==> src/rtl/rvfi_multi_retire_tracker.sv <==
// rtl/rvfi_multi_retire_tracker.sv - multi-port RVFI retirement order/halt/watchdog tracker
//
// Assigns strictly increasing order numbers to up to NRET commits per cycle
// (channel 0 oldest), detects the halting self-loop commit, flags any commit
// retired after it, and runs a no-commit watchdog.
// Optional feature macro: RVFI_PC_CHECK_EN (PC continuity checker).
//
// Ports:
//   clk, rst        clock, synchronous active-high reset
//   commit          per-channel commit strobe (holes allowed)
//   pc_rdata        PC of committing instr, channel i at [32*i +: 32]
//   pc_wdata        next PC of committing instr
//   trap            committing instr trapped (never halts)
//   order           combinational order per channel, 0 where not committing
//   commit_count    registered running total of commits (wraps)
//   halt            sticky, set the cycle after the halting commit
//   halt_err        sticky, a commit retired after the halting instr
//   timeout         sticky, watchdog expired
//   pc_err          sticky PC discontinuity (0 without RVFI_PC_CHECK_EN)
//   pc_err_order    order of first discontinuous commit

module rvfi_multi_retire_tracker #(
  parameter int NRET    = 2,
  parameter int ORDER_W = 64,
  parameter int TIMEOUT = 10000
) (
  input  logic                      clk,
  input  logic                      rst,
  input  logic [NRET-1:0]           commit,
  input  logic [NRET*32-1:0]        pc_rdata,
  input  logic [NRET*32-1:0]        pc_wdata,
  input  logic [NRET-1:0]           trap,
  output logic [NRET*ORDER_W-1:0]   order,
  output logic [ORDER_W-1:0]        commit_count,
  output logic                      halt,
  output logic                      halt_err,
  output logic                      timeout,
  output logic                      pc_err,
  output logic [ORDER_W-1:0]        pc_err_order
);

  localparam int WD_W = (TIMEOUT > 0) ? $clog2(TIMEOUT + 1) : 1;
  localparam logic [WD_W-1:0] WD_MAX = WD_W'(TIMEOUT);

  typedef enum logic {RUN, HALTED} state_t;

  state_t             state;
  logic [WD_W-1:0]    wd;
  logic [ORDER_W-1:0] acc;
  logic               halt_hit;
  logic               younger;

  // Running prefix count gives each committing channel its order. younger is
  // evaluated before halt_hit is updated so it only sees channels above the
  // lowest halting one.
  always_comb begin
    acc      = commit_count;
    order    = '0;
    halt_hit = 1'b0;
    younger  = 1'b0;
    for (int i = 0; i < NRET; i++) begin
      if (commit[i]) begin
        order[ORDER_W*i +: ORDER_W] = acc;
        acc = acc + ORDER_W'(1);
        if (halt_hit)
          younger = 1'b1;
        if (!trap[i] && pc_rdata[32*i +: 32] == pc_wdata[32*i +: 32])
          halt_hit = 1'b1;
      end
    end
  end

  always_ff @(posedge clk) begin
    if (rst) begin
      state        <= RUN;
      commit_count <= '0;
      halt         <= 1'b0;
      halt_err     <= 1'b0;
      timeout      <= 1'b0;
      wd           <= '0;
    end else begin
      commit_count <= acc;
      case (state)
        RUN: begin
          if (halt_hit) begin
            state <= HALTED;
            halt  <= 1'b1;
            if (younger)
              halt_err <= 1'b1;
          end
          if (TIMEOUT > 0) begin
            if (|commit) begin
              wd <= '0;
            end else if (wd != WD_MAX) begin
              wd <= wd + WD_W'(1);
              if (wd == WD_MAX - WD_W'(1))
                timeout <= 1'b1;
            end
          end
        end
        HALTED: begin
          // Watchdog frozen; any further retirement is an error.
          if (|commit)
            halt_err <= 1'b1;
        end
        default: state <= RUN;
      endcase
    end
  end

`ifdef RVFI_PC_CHECK_EN
  logic [31:0]        exp_pc;
  logic               exp_valid;
  logic [31:0]        chain_pc;
  logic               chain_valid;
  logic               mis;
  logic [ORDER_W-1:0] mis_order;

  // Each committed channel must continue from the previous committed channel
  // in this cycle, or from the last cycle's final next-PC.
  always_comb begin
    chain_pc    = exp_pc;
    chain_valid = exp_valid;
    mis         = 1'b0;
    mis_order   = '0;
    for (int i = 0; i < NRET; i++) begin
      if (commit[i]) begin
        if (chain_valid && !mis && pc_rdata[32*i +: 32] != chain_pc) begin
          mis       = 1'b1;
          mis_order = order[ORDER_W*i +: ORDER_W];
        end
        chain_pc    = pc_wdata[32*i +: 32];
        chain_valid = 1'b1;
      end
    end
  end

  always_ff @(posedge clk) begin
    if (rst) begin
      exp_pc       <= '0;
      exp_valid    <= 1'b0;
      pc_err       <= 1'b0;
      pc_err_order <= '0;
    end else begin
      exp_pc    <= chain_pc;
      exp_valid <= chain_valid;
      if (mis) begin
        pc_err <= 1'b1;
        if (!pc_err)
          pc_err_order <= mis_order;
      end
    end
  end
`else
  assign pc_err       = 1'b0;
  assign pc_err_order = '0;
`endif

endmodule
==> config.mk <==
export PLATFORM = sky130hd
export DESIGN_NAME = rvfi_multi_retire_tracker
export DESIGN_NICKNAME = d
export VERILOG_FILES = /design/src/rtl/rvfi_multi_retire_tracker.sv
export SDC_FILE = /design/constraint.sdc
export NUM_CORES = 1
export LEC_CHECK = 0
export BUFFER_PORTS_ARGS = -buffer_cell sky130_fd_sc_hd__buf_4
export CAP_MARGIN = 20
export CORE_AREA = 2 2 152 154
export CTS_CLUSTER_DIAMETER = 30
export DETAILED_ROUTE_END_ITERATION = 16
export DIE_AREA = 0 0 154 156
export GPL_TIMING_DRIVEN = 0
export PLACE_DENSITY_LB_ADDON = 0.1
export SLEW_MARGIN = 20
export SYNTH_ARGS = -nofsm -noshare
export SYNTH_HDL_FRONTEND = slang
export SYNTH_SLANG_ARGS = --single-unit
export TNS_END_PERCENT = 5
==> constraint.sdc <==
create_clock -name clk -period 3.24 [get_ports clk]
set_input_delay 0.162 -clock clk [delete_from_list [all_inputs] [get_ports clk]]
set_output_delay 0.162 -clock clk [all_outputs]
set_load 0.02 [all_outputs]
---- Word-level counts from Yosys, hierarchy flattened ----
Index checks and enable logic that the tools add are counted.
word-level totals
  register bits ........................... 82
  ROM bits ................................ 0
  memories ................................ 0
  bits in latches ......................... 0
  RAM bits ................................ 0
  bits of input ports ..................... 134
cells by class
  div/mod/pow operators ................... 0
  $lt $le $gt $ge ......................... 0
  eq/ne operators ......................... 7
  shift operators ......................... 0
  bitwise gates (word level) .............. 2
  multiplexer cells ....................... 18
  reductions and logical operators ........ 10
  multipliers ............................. 0
  add/subtract/negate cells ............... 3
operators by type and width
  cell                                            count
  2-to-1 mux 64 bit                               4
  adder 64 x 1 -> 64 bit (second input constant)  2
  == test 32 bit                                  2
  2-to-1 mux 14 bit                               2
  adder 14 x 1 -> 14 bit (second input constant)  1
  == test 14 bit (second input constant)          1
  != test 14 bit (second input constant)          1
  2-to-1 mux 1 bit                                11
  != test 2 bit (second input constant)           2
  AND reduction 2 bit                             2
  AND reduction 4 bit                             1
  AND reduction 3 bit                             1
  logical AND 1 bit                               2
  zero test 1 bit                                 2
  != test 2 x 1 -> 1 bit (second input constant)  1
  NOT 1 bit                                       2
  case mux 1 bit (2 select lines)                 1
  nonzero test 2 bit                              1
  OR reduction 2 bit                              1

---- Logic depth before layout (Yosys ltp) ----
  depth after elaboration ................. 9
  mapped depth ............................ 13
  gate-level depth less buffers ........... 10

---- Least setup slack after synthesis ----
Ideal clock, no wire load.
  kind .................................... reg2reg
  from .................................... reg commit_count[0]
  to ...................................... reg commit_count[61]
  path buffers ............................ 2
  required time ........................... 3.108 ns
  stages on the path, launching flop included .. 13
  setup time .............................. 0.132 ns
  path slack .............................. -0.482 ns
  arrival ................................. 3.590 ns
  cells stage by stage .................... dfxtp_1 > ha_1 > buf_2 > nand4_2 > or4_1 > clkbuf_1 > nor4_2 > xnor2_1 > or4_4 > or4_4 > nor4_4 > a31o_1 > a21oi_1
between the ends
  word-level cells in the longest chain between the ends .. 4
ends and longest elaborated chain
  element                   line  source
  start: declaration        34    output logic [ORDER_W-1:0] commit_count,
  start signal: assignment  76    commit_count <= '0;
  start signal: assignment  82    commit_count <= acc;
  adder 64 x 1 -> 64 bit    64    acc = acc + ORDER_W'(1);
  2-to-1 mux 64 bit *       62    if (commit[i]) begin
  adder 64 x 1 -> 64 bit    64
  2-to-1 mux 64 bit *       62
Every way passes the cells marked *; elsewhere a longest branch is shown, timed or not.
A chain may end at the register's enable or synchronous reset.

---- Final worst setup path ----
  from .................................... reg commit_count[5]
  to ...................................... reg commit_count[53]
Same word-level chain as after synthesis.

==> summary.md <==
| Metric | Value |
|---|---|
| CP Data Required Time | `3.46 ns` |
| Design Area, Final | `12600 um2` |
| RSZ-0062 raised after global routing | `yes` |
| Vias in the first global route | `8873` |
| Fmax | `0.279 GHz` |
| Static leakage | `5.56 nW` |
| Post-synthesis register bit count | `82` |
| Die extent in y | `156 um` |
| Async SR Flop Fraction | `0` |
| Initial DRC Count | `854` |
| Final setup fails | `32` |
| Internal | `1.91 mW` |
| Wirelength, routed | `32900 um` |
| Placement Cell Area | `11000 um2` |
| Drt first pass iters | `5` |
| Tot Pwr | `2.67 mW` |
| WS Path Type | `reg2reg` |
| Vias per cell | `5.17` |
| Clock share of power | `0.396` |
| CTS tree | `built` |
| Worst setup EP type | `register` |
| Crit Path Max Fanout | `10` |
| Fin crit share | `1.11` |
| Net Sw Power | `760 uW` |
| Clock Skews | `0.0111 ns` |
| Synth warn | `0` |
| Synth Instances | `1041` |
| Sw Ratio | `0.285` |
| Routed len/inst | `18.3 um` |
| Max-cap violations | `0` |
| Outcome | `finished with violations` |
| I/O Buffers | `328` |
| CTS root buffer | `clkbuf_16` |
| Dominant cells by area after synthesis | `dfxtp_1, xnor2_1, xor2_1` |
| Post-CTS Hold Fix Bufs | `0` |
| Antenna-violating nets left | `0` |
| Die Width | `154 um` |
| Skew-Pair Late Insertion Delay | `0.36 ns` |
| Seq pwr share | `0.384` |
| Diodes inserted | `0` |
| Initial Util | `0.352` |
| Max_slew headroom | `0.340` |
| Min Clock Period, post-route | `3.59 ns` |
| Final setup margin | `-0.348 ns` |
| Core area | `22400 um2` |
| Number of I/O pins | `394` |
| Die area | `24000 um2` |
| Final Max Slew Viols | `0` |
| Worst Tran Pin Value | `0.990 ns` |
| Synthesized area per cell | `7.57 um2` |
| Final #Nets | `1648` |
| Sequential share of the synthesized area | `0.208` |
| Commonest non-fill, non-tap cell in the layout | `buf_4` |
| First-pass GRT wire length | `49500 um` |
| # H-tree levels | `3` |
| Global route overflow | `0` |
| Residual DRC count | `0` |
| TritonCTS Buffers | `9` |
| Ys flop type | `dfxtp_1` |
| Failing checks | `setup timing` |
| Row count | `55` |
| Post-synth EDFFs | `0` |
| Final Hold Fails | `0` |
| Share of post-route cells with drive strength above 1 | `0.425` |
| Placer Congestion | `0.925` |
| Min Hold Slack | `0.0600 ns` |
| Top cell type's share of synthesized area | `0.208` |
| CP arrival | `3.80 ns` |
| Clock-pin slew on the worst setup and hold paths | `0.07 ns` |
| HP Class | `in2reg` |
| Post-synth cell types | `61` |
| Via Count | `9273` |
| HPWL Detailed | `25200 um` |
| Syn Std Cell Area | `7880 um2` |
| Largest net degree at the start of global routing | `13` |
| Comb pwr share | `0.220` |
| VDD IR max | `0.287 mV` |
| Area delta synth->final | `59.7%` |
| GRT Util Overall | `0.263` |
| Initial antenna violation count | `0` |
| # clock sinks | `82` |
| Post-synth top area cell | `dfxtp_1` |
| CTS Buffer Depth | `2` |
| Most frequent cells in the layout | `buf_4, nor2_1, and2_1` |
| Total power divided by cell area | `212 nW/um2` |
| Worst setup SP type | `register` |
| Finished Core Util | `0.562` |
-- per-stage QoR --
step                std cells  setup WS, ns  setup TNS (ns)
floorplan                1105        -0.342           -3.96
global placement         1718         -1.39          -40.85
detailed placement       1718         -1.38          -41.24
CTS                      1794        -0.303           -4.13
global route             1795        -0.470          -10.13
finish                   1795        -0.348           -5.18
-- cells by family (layout without fill, tap and decap cells) --
family / count (synthesis) / after routing / synth area share
buffers and inverters: 127 / 532 / 0.0942
other: 1 / 65 / 0.000476
multiplexers: 3 / 3 / 0.00397
adder cells (fa/ha/maj): 6 / 6 / 0.00953
AND/OR/NAND/NOR: 584 / 584 / 0.436
XOR/XNOR: 172 / 172 / 0.191
AO/OA/AOI/OAI: 66 / 66 / 0.0559
flip-flops: 82 / 82 / 0.208
-- synth_stat cells (7+ instances only) --
| library cell | n |
|---|---|
| nor2b_1 | 50 |
| and4_1 | 12 |
| buf_4 | 67 |
| and3_1 | 18 |
| nor3_1 | 46 |
| xor2_1 | 75 |
| nand3_1 | 41 |
| and2_1 | 91 |
| xnor2_1 | 97 |
| or4_1 | 14 |
| nor4_1 | 37 |
| nand2_1 | 52 |
| dfxtp_1 | 82 |
| a21oi_1 | 14 |
| nor4_2 | 8 |
| o31ai_1 | 7 |
| nor2_1 | 104 |
| or3_1 | 11 |
| buf_2 | 11 |
| clkbuf_1 | 38 |
| nand4_1 | 52 |
| nor4b_1 | 7 |
| inv_1 | 11 |
| o21ai_0 | 11 |
-- worst paths after layout --
check / startpoint / end / slack (ns) / cells after the start
setup / recovery: commit_count[5] / commit_count[53] / -0.35 / 11
hold / removal: rst / commit_count[60] / 0.06 / 3
setup reg to reg: commit_count[5] / commit_count[53] / -0.35 / 11
hold reg to reg: halt_err / halt_err / 0.47 / 2
-- final cells by class --
type / instances / area [um2]
Timing Repair Buffer: 394 / 2970
Tap cell: 285 / 357
Sequential cell: 82 / 1710
Buffer: 114 / 781
Fill cell: 2156 / 9790
Multi-Input combinational cell: 896 / 6440
Clock inverter: 3 / 42.5
Clock buffer: 10 / 239
Inverter: 11 / 41.3
-- timing repair --
action	CTS	global route
gates cloned	0	0
setup buffers	65	1
gates resized for setup	162	22
setup endpoints to repair	68	43
pin swaps	45	10
-- layer usage --
layer | part of all wire | up-vias | track usage
met5 | 0 | - | 0
met4 | 0.029 | 0 | 0.0899
met3 | 0.078 | 63 | 0.0533
met2 | 0.48 | 446 | 0.445
met1 | 0.41 | 4299 | 0.333
li1 | - | 4465 | -
-- sequential cells by signal, indices dropped and copies added (netlist names) --
| name | cells |
|---|---|
| commit_count | 64 |
| halt | 1 |
| halt_err | 1 |
| state | 1 |
| timeout | 1 |
| wd | 14 |
-- critical path, stage by stage, from the launching register on --
cell and delay (ns):
dfxtp_2 0.39, clkbuf_8 0.21, nand3_2 0.15, nor3_2 0.28, nand4_1 0.23, or4_4 0.57
a2111o_1 0.45, or4_4 0.56, buf_6 0.16, nor4_2 0.23, xor2_1 0.18, nor2_1 0.06
-- power by group through the flow --
stage / Combinational, mW / Sequential (mW) / Clock [mW]
finish: 0.587 / 1.03 / 1.06
global route: 0.631 / 1.03 / 1.10
CTS: 0.585 / 1.03 / 1.06
detailed placement: 0.542 / 1.05 / 0
global placement: 0.537 / 1.05 / 0
floorplan: 0.305 / 1.06 / 0
No activity file was read; power rests on OpenSTA's default activity.
